[src/rtl/ifetch_prefetch_if.sv]
// Fetch unit bus bundle: memory request/response, instruction queue head and ROB redirect.
// The master modport is the prefetcher; the slave modport is its environment.
interface ifetch_prefetch_if #(
  parameter int unsigned ADDR_W = 32,
  parameter int unsigned INST_W = 32
);
  logic              ram_bus_rdy_in;
  logic              ram_bus_en_out;
  logic [ADDR_W-1:0] ram_bus_pc_out;
  logic              ram_bus_en_in;
  logic [INST_W-1:0] ram_bus_inst_in;
  logic              instqueue_rdy_in;
  logic              instqueue_inst_en_out;
  logic [INST_W-1:0] instqueue_inst_out;
  logic [ADDR_W-1:0] instqueue_pc_out;
  logic              rob_en_in;
  logic [ADDR_W-1:0] rob_pc_in;

  modport master (
    input  ram_bus_rdy_in, ram_bus_en_in, ram_bus_inst_in, instqueue_rdy_in, rob_en_in, rob_pc_in,
    output ram_bus_en_out, ram_bus_pc_out, instqueue_inst_en_out, instqueue_inst_out,
           instqueue_pc_out
  );

  modport slave (
    output ram_bus_rdy_in, ram_bus_en_in, ram_bus_inst_in, instqueue_rdy_in, rob_en_in, rob_pc_in,
    input  ram_bus_en_out, ram_bus_pc_out, instqueue_inst_en_out, instqueue_inst_out,
           instqueue_pc_out
  );
endinterface

[src/rtl/ifetch_prefetch.sv]
// Instruction prefetcher: one outstanding memory request, DEPTH-entry FIFO of {inst, pc},
// flushed and re-pointed by ROB redirects.
module ifetch_prefetch #(
  parameter int unsigned       ADDR_W   = 32,
  parameter int unsigned       INST_W   = 32,
  parameter int unsigned       DEPTH    = 4,
  parameter logic [ADDR_W-1:0] RESET_PC = '0,
  parameter int unsigned       PC_STEP  = 4
) (
  input  logic                     clk_in,
  input  logic                     rst_in,
  input  logic                     rdy_in,
  ifetch_prefetch_if.master        bus,
  output logic [$clog2(DEPTH):0]   count_out
);
  localparam int unsigned PTR_W = $clog2(DEPTH);
  localparam int unsigned CNT_W = PTR_W + 1;

  typedef enum logic [1:0] {StIdle, StWait, StDrain} state_e;

  state_e             state_q, state_d;
  logic [ADDR_W-1:0]  fetch_pc_q, fetch_pc_d;
  logic [ADDR_W-1:0]  req_pc_q, req_pc_d;
  logic               bus_en_q, bus_en_d;
  logic [ADDR_W-1:0]  bus_pc_q, bus_pc_d;
  logic [PTR_W-1:0]   rptr_q, rptr_d, wptr_q, wptr_d;
  logic [CNT_W-1:0]   cnt_q, cnt_d;
  logic [INST_W-1:0]  inst_mem_q [DEPTH];
  logic [ADDR_W-1:0]  pc_mem_q [DEPTH];
  logic               push, pop, not_empty;

  assign not_empty = (cnt_q != '0);

  always_comb begin
    state_d    = state_q;
    fetch_pc_d = fetch_pc_q;
    req_pc_d   = req_pc_q;
    bus_en_d   = 1'b0;
    bus_pc_d   = bus_pc_q;
    rptr_d     = rptr_q;
    wptr_d     = wptr_q;
    cnt_d      = cnt_q;
    push       = 1'b0;
    pop        = 1'b0;

    if (rdy_in) begin
      pop = not_empty && bus.instqueue_rdy_in && !bus.rob_en_in;
      case (state_q)
        StIdle: begin
          if (!bus.rob_en_in && bus.ram_bus_rdy_in && (cnt_q < CNT_W'(DEPTH))) begin
            bus_en_d = 1'b1;
            bus_pc_d = fetch_pc_q;
            req_pc_d = fetch_pc_q;
            state_d  = StWait;
          end
        end
        StWait: begin
          if (bus.rob_en_in) begin
            // A response arriving with the redirect is already stale.
            state_d = bus.ram_bus_en_in ? StIdle : StDrain;
          end else if (bus.ram_bus_en_in) begin
            push       = 1'b1;
            fetch_pc_d = req_pc_q + ADDR_W'(PC_STEP);
            state_d    = StIdle;
          end
        end
        StDrain: begin
          if (bus.ram_bus_en_in) state_d = StIdle;
        end
        default: state_d = StIdle;
      endcase

      if (bus.rob_en_in) begin
        fetch_pc_d = bus.rob_pc_in;
        rptr_d     = '0;
        wptr_d     = '0;
        cnt_d      = '0;
      end else begin
        if (pop)  rptr_d = rptr_q + PTR_W'(1);
        if (push) wptr_d = wptr_q + PTR_W'(1);
        if (push && !pop)      cnt_d = cnt_q + CNT_W'(1);
        else if (pop && !push) cnt_d = cnt_q - CNT_W'(1);
      end
    end
  end

  always_ff @(posedge clk_in) begin
    if (rst_in) begin
      state_q    <= StIdle;
      fetch_pc_q <= RESET_PC;
      req_pc_q   <= '0;
      bus_en_q   <= 1'b0;
      bus_pc_q   <= '0;
      rptr_q     <= '0;
      wptr_q     <= '0;
      cnt_q      <= '0;
    end else begin
      state_q    <= state_d;
      fetch_pc_q <= fetch_pc_d;
      req_pc_q   <= req_pc_d;
      bus_en_q   <= bus_en_d;
      bus_pc_q   <= bus_pc_d;
      rptr_q     <= rptr_d;
      wptr_q     <= wptr_d;
      cnt_q      <= cnt_d;
    end
  end

  // Storage needs no reset: the head outputs are masked while empty.
  always_ff @(posedge clk_in) begin
    if (!rst_in && push) begin
      inst_mem_q[wptr_q] <= bus.ram_bus_inst_in;
      pc_mem_q[wptr_q]   <= req_pc_q;
    end
  end

  assign bus.ram_bus_en_out        = bus_en_q;
  assign bus.ram_bus_pc_out        = bus_pc_q;
  assign bus.instqueue_inst_en_out = not_empty;
  assign bus.instqueue_inst_out    = not_empty ? inst_mem_q[rptr_q] : '0;
  assign bus.instqueue_pc_out      = not_empty ? pc_mem_q[rptr_q] : '0;
  assign count_out                 = cnt_q;

endmodule
[src/flat_wrapper.sv]
// flat-port wrapper written by rule: the top's interface ports become plain ports
module ifetch_prefetch_flat 
#(
  parameter int unsigned       ADDR_W   = 32,
  parameter int unsigned       INST_W   = 32,
  parameter int unsigned       DEPTH    = 4,
  parameter logic [ADDR_W-1:0] RESET_PC = '0,
  parameter int unsigned       PC_STEP  = 4
)
  (clk_in, rst_in, rdy_in, count_out, bus_ram_bus_rdy_in, bus_ram_bus_en_in, bus_ram_bus_inst_in, bus_instqueue_rdy_in, bus_rob_en_in, bus_rob_pc_in, bus_ram_bus_en_out, bus_ram_bus_pc_out, bus_instqueue_inst_en_out, bus_instqueue_inst_out, bus_instqueue_pc_out);
  ifetch_prefetch_if #(.ADDR_W(ADDR_W), .INST_W(INST_W)) bus_i ();
  input  logic clk_in;
  input  logic rst_in;
  input  logic rdy_in;
  output logic [$clog2(DEPTH):0] count_out;
  input wire logic [$bits(bus_i.ram_bus_rdy_in)-1:0] bus_ram_bus_rdy_in;
  input wire logic [$bits(bus_i.ram_bus_en_in)-1:0] bus_ram_bus_en_in;
  input wire logic [$bits(bus_i.ram_bus_inst_in)-1:0] bus_ram_bus_inst_in;
  input wire logic [$bits(bus_i.instqueue_rdy_in)-1:0] bus_instqueue_rdy_in;
  input wire logic [$bits(bus_i.rob_en_in)-1:0] bus_rob_en_in;
  input wire logic [$bits(bus_i.rob_pc_in)-1:0] bus_rob_pc_in;
  output wire logic [$bits(bus_i.ram_bus_en_out)-1:0] bus_ram_bus_en_out;
  output wire logic [$bits(bus_i.ram_bus_pc_out)-1:0] bus_ram_bus_pc_out;
  output wire logic [$bits(bus_i.instqueue_inst_en_out)-1:0] bus_instqueue_inst_en_out;
  output wire logic [$bits(bus_i.instqueue_inst_out)-1:0] bus_instqueue_inst_out;
  output wire logic [$bits(bus_i.instqueue_pc_out)-1:0] bus_instqueue_pc_out;
  assign bus_i.ram_bus_rdy_in = bus_ram_bus_rdy_in;
  assign bus_i.ram_bus_en_in = bus_ram_bus_en_in;
  assign bus_i.ram_bus_inst_in = bus_ram_bus_inst_in;
  assign bus_i.instqueue_rdy_in = bus_instqueue_rdy_in;
  assign bus_i.rob_en_in = bus_rob_en_in;
  assign bus_i.rob_pc_in = bus_rob_pc_in;
  assign bus_ram_bus_en_out = bus_i.ram_bus_en_out;
  assign bus_ram_bus_pc_out = bus_i.ram_bus_pc_out;
  assign bus_instqueue_inst_en_out = bus_i.instqueue_inst_en_out;
  assign bus_instqueue_inst_out = bus_i.instqueue_inst_out;
  assign bus_instqueue_pc_out = bus_i.instqueue_pc_out;
  ifetch_prefetch #(.ADDR_W(ADDR_W), .INST_W(INST_W), .DEPTH(DEPTH), .RESET_PC(RESET_PC), .PC_STEP(PC_STEP)) u_core (.clk_in(clk_in), .rst_in(rst_in), .rdy_in(rdy_in), .bus(bus_i), .count_out(count_out));
endmodule
[config.mk]
export PLATFORM = sky130hd
export DESIGN_NAME = ifetch_prefetch_flat
export DESIGN_NICKNAME = d
export VERILOG_FILES = /design/src/rtl/ifetch_prefetch_if.sv /design/src/rtl/ifetch_prefetch.sv /design/src/flat_wrapper.sv
export SDC_FILE = /design/constraint.sdc
export NUM_CORES = 1
export LEC_CHECK = 0
export ABC_AREA = 1
export CAP_MARGIN = 0
export CORE_ASPECT_RATIO = 1.5
export CORE_MARGIN = 3
export CORE_UTILIZATION = 40
export DETAILED_ROUTE_END_ITERATION = 8
export SETUP_SLACK_MARGIN = 0.5
export SYNTH_ARGS = -nofsm -noshare
export SYNTH_HDL_FRONTEND = slang
export SYNTH_SLANG_ARGS = --single-unit
[constraint.sdc]
create_clock -name clk_in -period 12.9 [get_ports clk_in]
set_input_delay 1.29 -clock clk_in [delete_from_list [all_inputs] [get_ports clk_in]]
set_output_delay 1.29 -clock clk_in [all_outputs]
set_load 0.02 [all_outputs]
==> reports/summary.md, run 1 <==
- **outcome** finished clean
- **y dimension of the die** 233 um
- **cell-by-cell trace of the critical path** buf_4 > inv_2 > buf_4 > nor2_1 > o21ai_0 > a21oi_1 > clkdlybuf4s50_1
- **Post-Layout Cell Count** 1936
- **count of endpoints failing setup in the final report** 0
- **num rows** 82
- **H-tree Lvls** 1
- **Power per Cell Area** 139 nW/um2
- **DRC violation count after routing** 0
- **worst-path fanout max** 65
- **Setup crit end kind** output pin
- **number of antenna cells inserted** 0
- **area overhead of the layout relative to synthesis** 22.5%
- **count of hold buffers inserted by post-cts repair** 0
- **buffers and inverters on the worst path** 4
- **total power** 2.34 mW
- **Final Max Tran Viols** 0
- **last weighted congestion value of the routability-driven placer** 0.857
- **main combinational cell family by area after synthesis** simple AND/OR/NAND/NOR gates
- **count of vias placed by the detailed router** 10.0k
- **Die Width** 157 um
- **share of the cycle needed by the critical path after routing** 0.385
- **number of nets in the layout** 1569
- **synth warn** 0
- **Post-Route WL** 35.0 mm
- **final antenna-violating net count** 0
- **Post-CTS Resized** 0
- **buffer levels on the longest clock path** 3
- **compound-gate portion of the synthesized area** 0.125
- **number of DRC markers after the initial detailed-route iteration** 602
- **placed wire-length estimate after detailed placement** 21.0 mm
- **worst clock skew** 0.0115 ns
- **highest-delay cell along the critical path** clkdlybuf4s50_1
- **post-route minimum period** 4.97 ns
- **antenna violations before repair** 0
- **static leakage power** 5.62 nW
- **die area** 36700 um2
- **syn nets** 1427
- **Post-Synthesis Cell Area** 13700 um2
- **CORE AREA** 33700 um2
- **number of standard cells after synthesis** 1350
- **Max transition margin** 0.243
- **Worst-Margin Slew** 1.14 ns
- **area share of fa/ha/maj cells after synthesis** 0.00601
- **vias in the first global route** 9813
- **CTS Root Buffer Type** clkbuf_16
- **max-capacitance violation count** 0
- **Post-CTS Setup Bufs** 0
- **highest attainable clock frequency** 201 MHz
- **RSZ-0062 raised after global routing** false
- **total of flip-flops plus latches after synthesis** 332
- **remaining global-route overflow** 0
- **Max VDD drop** 0.0902 mV
- **area fraction in and, or, nand and nor cells after synthesis** 0.156
- **Hold WC Path Type** reg -> reg
- **number of search-and-repair iterations in the first detailed-routing pass** 5
- **CTS tree** yes
- **I/O pin count** 172
- **most numerous cell on the critical path** buf_4
- **clock latency reported for the late side of the worst-skew pair** 0.56 ns
- **I/O Buffers** 171
- **utilization after layout** 0.501
- **proportion of synthesized chip area in sequential cells** 0.670
- **Crit Path Category** reg -> out
- **Placed Instances** 1880
- **clock slew seen by the registers of the worst setup and hold paths** 0.07 ns
- **vias per cell** 5.17
- **data arrival time at the worst-slack endpoint** 3.68 ns
- **synthesized area per cell** 10.2 um2
- **number of clock sinks** 332
- **All-Layer GR Usage** 0.188
- **routed wirelength normalized by instance count** 18.1 um
- **multiplexer share of the synthesized area** 0
- **Worst setup SP type** register
- **Hold Violations, Final** 0
- **Cell variety after synth** 31
- **fraction of layout instances using a drive strength above 1** 0.0594
- **delay of the slowest critical-path stage** 0.67 ns
- **Total Negative Setup Slacks** 0 ns
- **number of CTS-inserted buffers** 30
- **global-route wire length before repair** 53.5 mm
- **largest delay contributor family on the critical path** buffers and inverters
- **Req. time, crit path** 11.61 ns
- **starting density of the core** 0.408
- **pin count of the biggest net entering global routing** 102
- **fraction of synthesized cell area in xor and xnor cells** 0.00573
-- layer usage --
layer | vias to the layer above | track usage | wire [um]
met1 | 4704 | 0.226 | 13900
met4 | 0 | 0.0798 | 1280
met5 | - | 0 | 0
li1 | 4928 | - | -
met3 | 74 | 0.0195 | 1730
met2 | 305 | 0.338 | 18100
-- final timing paths --
kind	startpoint	endpoint	slack, ns	cells after the start
max	register	bus_instqueue_pc_out[17]	7.93	7
min	u_core.fetch_pc_q[25]$_SDFFE_PP0P_	u_core.fetch_pc_q[25]$_SDFFE_PP0P_	0.46	2
max reg2reg	u_core.state_q[0]$_SDFFE_PP0P_	u_core.inst_mem_q[1][6]$_DFFE_PP_	10.15	5
min reg2reg	u_core.fetch_pc_q[25]$_SDFFE_PP0P_	u_core.fetch_pc_q[25]$_SDFFE_PP0P_	0.46	2
-- cell type report --
cell class                      instances  area (um2)
Clock inverter                         17         221
Inverter                               49         185
Timing Repair Buffer                  186        1820
Multi-Input combinational cell        893        4060
Clock buffer                           39         816
Tap cell                              420         526
Sequential cell                       332        9210
Fill cell                            3020       16800
-- flip-flops by register name, indices dropped and copies added (netlist names), named ones only --
signal,cells
u_core.inst_mem_q,128
u_core.pc_mem_q,128
u_core.fetch_pc_q,32
u_core.req_pc_q,32
u_core.count_out,3
u_core.rptr_q,2
u_core.state_q,2
u_core.wptr_q,2
u_core.bus.ram_bus_en_out,1
-- layout by cell type, fill, tap and decap left out, types with 7 or more instances in the layout --
master             n
o21ai_0          177
clkbuf_1           7
nand2_1          147
a21oi_1          149
clkbuf_16         31
clkdlybuf4s50_1  171
inv_1             42
edfxtp_1         256
dfxtp_1           74
buf_4             15
nor2_1           326
xor2_1             7
nand3_1           49
-- Yosys cell counts (all sizes together) --
| cell | count | area (um2) |
|---|---|---|
| a31oi | 4 | 25.0 |
| a21oi | 151 | 771 |
| edfxtp | 256 | 7690 |
| o21ai | 180 | 901 |
| nand4 | 3 | 25.0 |
| nand3b | 1 | 7.51 |
| nor3 | 1 | 10.0 |
| buf | 38 | 181 |
| o32ai | 1 | 8.76 |
| dfxtp | 76 | 1520 |
| inv | 49 | 184 |
| xor2 | 7 | 61.3 |
| nor2 | 336 | 1290 |
| nand2 | 150 | 571 |
| ha | 5 | 62.6 |
| xnor2 | 2 | 17.5 |
| o211a | 1 | 10.0 |
| fa | 1 | 20.0 |
| clkbuf | 38 | 143 |
| nand3 | 49 | 245 |
| o211ai | 1 | 7.51 |
-- worst register-to-register path, cell delays in order, from the launching register on --
cell,delay (ns)
dfxtp_1,0.41
nand2_1,0.09
nor3_2,0.18
nand3_1,0.39
nor2_4,0.52
buf_4,0.75
-- cell families (layout without fill, tap and decap cells) --
family,after synthesis,count (layout)
adders and majority gates,6,6
buffers and inverters,125,291
xor gates and xnor gates,9,9
AOI/OAI and AO/OA,338,338
DFF,332,332
and+or+nand+nor,540,540
-- power breakdown --
group / switching (mW) / internal (mW) / leakage (nW)
clock: 0.380 / 0.546 / 0.492
combinational: 0.140 / 0.0921 / 2.21
sequential: 0.0191 / 1.16 / 2.91
total: 0.539 / 1.80 / 5.62
-- stage by stage --
step           setup WS (ns)  instance area, um2  hold WS [ns]
6_report                7.93               16800         0.461
5_1_grt                 7.70               16800         0.483
4_1_cts                 7.86               16800         0.463
3_5_place_dp            8.49               15800         0.452
3_3_place_gp            8.50               15800         0.449
2_1_floorplan           7.90               13700         0.442
No activity file was read; power rests on OpenSTA's default activity.
==> run 2: changes to the inputs <==
Clock period 12.9 ns to 4.68 ns, I/O delays scaled along.
==> run 2 against run 1 <==
Against the previous run: register-to-register slack worse by 8.0 ns; utilization is 0.082 points higher; via count is 0.73% higher; combinational power grew to 2.8 times the previous value; largest cell class unchanged; critical path type unchanged.
==> reports/summary.md, run 2 (same netlist as run 1, synthesis figures left out) <==
- **share of the cycle needed by the critical path after routing** 0.806
- **I/O Buffers** 171, unchanged
- **cell-by-cell trace of the critical path** buf_4 > buf_4 > nor2_1 > nor2_1 > o21ai_0 > a21oi_1 > clkdlybuf4s50_1
- **static leakage power** 5.67 nW, +0.89%
- **last weighted congestion value of the routability-driven placer** 0.872, +1.8%
- **clock slew seen by the registers of the worst setup and hold paths** 0.07 ns, about the same
- **Hold WC Path Type** reg -> reg
- **remaining global-route overflow** 0, unchanged
- **outcome** finished clean
- **number of search-and-repair iterations in the first detailed-routing pass** 5, unchanged
- **number of clock sinks** 332, unchanged
- **delay of the slowest critical-path stage** 0.66 ns, about the same
- **vias per cell** 5.20, +0.52%
- **CP Capture Point** bus_instqueue_inst_out[7]
- **DRC violation count after routing** 0, unchanged
- **total power** 6.45 mW, +180%
- **I/O pin count** 172, unchanged
- **CORE AREA** 33700 um2, unchanged
- **Die Width** 157 um, unchanged
- **most frequent cells in the layout** nor2_1 (326), edfxtp_1 (256), o21ai_0 (177)
- **buffer levels on the longest clock path** 3, unchanged
- **placed wire-length estimate after detailed placement** 21.4 mm, +2.2%
- **Worst-Margin Slew** 1.02 ns, -0.120 ns
- **Crit path depth** 7, unchanged
- **hold-critical path depth** 2, unchanged
- **number of antenna cells inserted** 0, unchanged
- **Hold Violations, Final** 0, unchanged
- **biggest registers after layout** u_core.inst_mem_q x128, u_core.pc_mem_q x128
- **fraction of layout instances using a drive strength above 1** 0.0632, +0.00379
- **CTS Root Buffer Type** clkbuf_16
- **Register-to-Register Setup Slack** 2.20 ns, -7.95 ns
- **Worst setup SP type** register
- **origin of the critical flop-to-flop path** u_core.state_q[0]$_SDFFE_PP0P_
- **number of filler instances in the final layout** 3040, +0.66%
- **global-route wire length before repair** 53.7 mm, +0.35%
- **Req. time, crit path** 4.21 ns, -7.40 ns
- **number of CTS-inserted buffers** 31, +3.3%
- **utilization after layout** 0.501, +0.000818
- **num rows** 82, unchanged
- **final instance area** 16900 um2, +0.16%
- **count of endpoints failing setup in the final report** 0, unchanged
- **most frequent standard cell in the layout excluding fill and tap cells** nor2_1
- **clock latency reported for the late side of the worst-skew pair** 0.57 ns, about the same
- **number of DRC markers after the initial detailed-route iteration** 645, +7.1%
- **worst clock skew** 0.0226 ns, +0.0111 ns
- **setup ws final** 0.908 ns, -7.02 ns
- **final antenna-violating net count** 0, unchanged
- **worst hold slack after final layout** 0.463 ns, +0.00188 ns
- **pin count of the biggest net entering global routing** 84, -18%
- **pre-CTS setup slack** 1.46 ns, -7.02 ns
- **instance area at placement** 15800 um2, +0.14%
- **All-Layer GR Usage** 0.186, -0.00139
- **RR Endpoint** u_core.pc_mem_q[1][13]$_DFFE_PP_
- **data arrival time at the worst-slack endpoint** 3.30 ns, -0.38 ns
- **largest delay contributor family on the critical path** buffers and inverters
- **Max transition margin** 0.323, +0.0799
- **area overhead of the layout relative to synthesis** 22.7%
- **H-tree Lvls** 1, unchanged
- **Setup crit end kind** output pin
- **Final Max Tran Viols** 0, unchanged
- **Max VDD drop** 0.272 mV, +200%
- **buffers and inverters on the worst path** 3, -1
- **antenna violations before repair** 0, unchanged
- **R2R depth** 5, unchanged
- **Post-Route WL** 35.2 mm, +0.49%
- **starting density of the core** 0.408, unchanged
- **routed wirelength normalized by instance count** 18.2 um, +0.29%
- **number of nets in the layout** 1573, +0.25%
- **post-route minimum period** 3.77 ns
- **highest-delay cell along the critical path** buf_4
- **Post-CTS Resized** 0, unchanged
- **Post-CTS Setup Bufs** 0, unchanged
- **Total Negative Setup Slacks** 0 ns, unchanged
- **highest attainable clock frequency** 265 MHz
- **Crit Path Category** reg -> out
- **count of hold buffers inserted by post-cts repair** 0, unchanged
- **Placed Instances** 1883, +0.16%
- **y dimension of the die** 233 um, unchanged
- **count of vias placed by the detailed router** 10.1k, +0.73%
- **Post-Layout Cell Count** 1940, +0.21%
- **worst-path fanout max** 83, +28%
- **Power per Cell Area** 383 nW/um2, +180%
- **max-capacitance violation count** 0, unchanged
- **RSZ-0062 raised after global routing** false
- **die area** 36700 um2, unchanged
- **CTS tree** yes
- **vias in the first global route** 9987, +1.8%
[run 2: cell count changes in the layout (fill, tap and decap cells not counted), moves of 2 or more]
| cell | before | now |
|---|---|---|
| clkinv_2 | 6 | 10 |
| clkinvlp_4 | 3 | 0 |
| bufinv_16 | 5 | 3 |
| clkbuf_1 | 7 | 4 |
| buf_4 | 15 | 18 |
| clkbuf_8 | 1 | 5 |
| inv_4 | 0 | 3 |
| clkinvlp_2 | 3 | 0 |
[run 2: how the worst min path moves through the flow]
stage	startpoint	end	slack, ns
final	u_core.fetch_pc_q[25]$_SDFFE_PP0P_	u_core.fetch_pc_q[25]$_SDFFE_PP0P_	0.46
after global routing	u_core.fetch_pc_q[29]$_SDFFE_PP0P_	u_core.fetch_pc_q[29]$_SDFFE_PP0P_	0.48
after CTS	bus_rob_pc_in[0]	u_core.fetch_pc_q[0]$_SDFFE_PP0P_	0.46
after detailed placement	u_core.fetch_pc_q[29]$_SDFFE_PP0P_	u_core.fetch_pc_q[29]$_SDFFE_PP0P_	0.45
after global placement	u_core.fetch_pc_q[25]$_SDFFE_PP0P_	u_core.fetch_pc_q[25]$_SDFFE_PP0P_	0.45
after floorplan	u_core.fetch_pc_q[15]$_SDFFE_PP0P_	u_core.fetch_pc_q[15]$_SDFFE_PP0P_	0.44
[run 2: area by class of cell]
class	instances	area (um2)	share of cell area
Tap cell	420	526	0.0311
Inverter	49	185	0.0110
Multi-Input combinational cell	893	4060	0.241
Clock buffer	41	885	0.0524
Timing Repair Buffer	189	1850	0.109
Clock inverter	16	158	0.00934
Sequential cell	332	9210	0.546
[run 2: where the power goes]
part           leakage (nW)  internal, mW  total [mW]  switching [mW]
sequential             2.91          3.20        3.25          0.0480
clock                 0.528          1.49        2.56            1.07
combinational          2.23         0.255       0.641           0.386
total                  5.67          4.95        6.45            1.51
[run 2: metal layers]
layer | share of wire | track usage | wire length [um]
met5 | 0 | 0 | 0
met4 | 0.041 | 0.0803 | 1440
met3 | 0.045 | 0.0194 | 1600
met2 | 0.52 | 0.337 | 18100
met1 | 0.40 | 0.222 | 14000
[run 2: worst reg2reg max path, delay by kind of cell, from the launching register on]
kind	cells	cell delay, ns
flops	1	0.44
simple gates	4	0.83
buf+inv	1	0.79
==> run 3: changes to the inputs <==
Clock period 4.68 ns to 3.4 ns, I/O delays scaled along.
==> run 3 against run 2 <==
Against the previous run: first-iteration DRC count fell by 1.2%; die area did not move; non-clock buffer count increased by 9; global-route usage up 0.45 points; sequential share of layout area fell by 0.75 points; largest power group unchanged; highest routed layer unchanged.
==> reports/summary.md, run 3 (same netlist as run 1, synthesis figures left out) <==
- **Hold Violations, Final** 0, unchanged
- **combined flip-flop and latch cell area** 9210 um2, unchanged
- **CTS tree** yes
- **most frequent standard cell in the layout excluding fill and tap cells** nor2_1
- **DRC violation count after routing** 0, unchanged
- **Max transition margin** 0.523, +0.200
- **outcome** finished clean
- **most numerous cell on the critical path** nor2_1
- **All-Layer GR Usage** 0.191, +0.00445
- **buffers and inverters on the worst path** 2, -1
- **remaining global-route overflow** 0, unchanged
- **delay of the slowest critical-path stage** 0.63 ns, -0.03 ns
- **Crit Path Category** reg -> out
- **antenna violations before repair** 0, unchanged
- **count of vias placed by the detailed router** 10.1k, +0.38%
- **post-route minimum period** 2.83 ns
- **num rows** 82, unchanged
- **number of filler instances in the final layout** 3036, -0.13%
- **Placed Instances** 1889, +0.32%
- **I/O Buffers** 171, unchanged
- **RSZ-0062 raised after global routing** true
- **utilization after layout** 0.508, +0.00699
- **highest-delay cell along the critical path** clkdlybuf4s50_1
- **Setup crit end kind** output pin
- **data arrival time at the worst-slack endpoint** 2.49 ns, -0.81 ns
- **pin count of the biggest net entering global routing** 65, -23%
- **global-route wire length before repair** 54.8 mm, +2.1%
- **routed wirelength normalized by instance count** 18.3 um, +0.83%
- **clock latency reported for the late side of the worst-skew pair** 0.57 ns, about the same
- **worst clock skew** 0.0205 ns, -0.00207 ns
- **I/O pin count** 172, unchanged
- **number of antenna cells inserted** 0, unchanged
- **number of search-and-repair iterations in the first detailed-routing pass** 5, unchanged
- **area taken by multi-input logic gates** 4070 um2, +0.31%
- **CORE AREA** 33700 um2, unchanged
- **pre-CTS setup slack** 0.651 ns, -0.811 ns
- **largest delay contributor family on the critical path** buffers and inverters
- **H-tree Lvls** 1, unchanged
- **highest attainable clock frequency** 353 MHz
- **share of the cycle needed by the critical path after routing** 0.832
- **Post-Layout Cell Count** 1944, +0.21%
- **fraction of layout instances using a drive strength above 1** 0.0636, +0.000490
- **most frequent cells in the layout** nor2_1 (326), edfxtp_1 (256), o21ai_0 (176)
- **vias per cell** 5.21, +0.17%
- **die area** 36700 um2, unchanged
- **area overhead of the layout relative to synthesis** 24.5%
- **setup ws final** 0.570 ns, -0.338 ns
- **Final Max Tran Viols** 0, unchanged
- **clock slew seen by the registers of the worst setup and hold paths** 0.07 ns, about the same
- **number of clock sinks** 332, unchanged
- **vias in the first global route** 10.2k, +2.3%
- **Total Negative Setup Slacks** 0 ns, unchanged
- **worst-path fanout max** 32, -61%
- **CTS Root Buffer Type** clkbuf_16
- **final antenna-violating net count** 0, unchanged
- **last weighted congestion value of the routability-driven placer** 0.844, -3.2%
- **total power** 8.79 mW, +36%
- **Req. time, crit path** 3.06 ns, -1.15 ns
- **cell-by-cell trace of the critical path** bufbuf_16 > nor2_1 > nor2_1 > o21ai_0 > a21oi_1 > clkdlybuf4s50_1
- **Post-Route WL** 35.6 mm, +1.0%
- **Power per Cell Area** 514 nW/um2, +34%
- **number of nets in the layout** 1582, +0.57%
- **max-capacitance violation count** 0, unchanged
- **Max VDD drop** 0.344 mV, +27%
- **Die Width** 157 um, unchanged
- **number of CTS-inserted buffers** 31, unchanged
- **Worst-Margin Slew** 0.715 ns, -0.301 ns
- **starting density of the core** 0.408, unchanged
- **y dimension of the die** 233 um, unchanged
- **Hold WC Path Type** in -> reg
- **buffer levels on the longest clock path** 3, unchanged
- **static leakage power** 6.03 nW, +6.4%
- **count of endpoints failing setup in the final report** 0, unchanged
- **Worst setup SP type** register
- **biggest registers after layout** u_core.inst_mem_q x128, u_core.pc_mem_q x128
- **placed wire-length estimate after detailed placement** 21.9 mm, +2.0%
- **number of DRC markers after the initial detailed-route iteration** 637, -1.2%
[run 3: routing by layer]
metal	part of all wire	global-route usage	up-vias
met4	0.031	0.0706	0
li1	-	-	4951
met1	0.40	0.228	4820
met2	0.52	0.349	294
met3	0.043	0.0218	57
met5	0	0	-
[run 3: power by group]
group | total, mW | internal (mW) | switching (mW)
Sequential | 4.48 | 4.41 | 0.0695
Combinational | 0.922 | 0.376 | 0.546
Clock | 3.39 | 1.96 | 1.44
Total | 8.79 | 6.74 | 2.05
[run 3: area by class of cell]
type | count | area share
Inverter | 49 | 0.0121
Tap cell | 420 | 0.0307
Clock inverter | 16 | 0.0108
Clock buffer | 36 | 0.0464
Multi-Input combinational cell | 893 | 0.238
Sequential cell | 332 | 0.539
Timing Repair Buffer | 198 | 0.123
[run 3: worst register-to-register path, stage by stage, from the launching register on]
cell and delay [ns]:
dfxtp_1 0.42, nand2_1 0.09, nor3_2 0.18, nand3_1 0.39, nor2_4 0.59, buf_12 0.25
[run 3: worst paths after layout]
kind,from,end,slack [ns],depth (start not counted)
worst max-delay path,register,bus_instqueue_pc_out[8],0.57,6
worst min-delay path,bus_rob_pc_in[0],u_core.fetch_pc_q[0]$_SDFFE_PP0P_,0.34,3
worst max register to register,u_core.state_q[0]$_SDFFE_PP0P_,u_core.inst_mem_q[0][19]$_DFFE_PP_,1.16,5
worst min register to register,u_core.fetch_pc_q[26]$_SDFFE_PP0P_,u_core.fetch_pc_q[26]$_SDFFE_PP0P_,0.46,2
[run 3: stage by stage]
stage | hold slack, ns | instance area (um2)
finish | 0.344 | 17100
detailed placement | 0.453 | 16000
CTS | 0.318 | 17000
global placement | 0.450 | 16000
global route | 0.353 | 17100
floorplan | 0.439 | 13800
[run 3: what timing repair did]
| item | in CTS | in global routing |
|---|---|---|
| gates resized for setup | 15 | 20 |
| hold buffers | 0 | 0 |
| endpoints found under the setup margin | 64 | 42 |
| gates cloned | 2 | 1 |
| setup buffers | 0 | 0 |
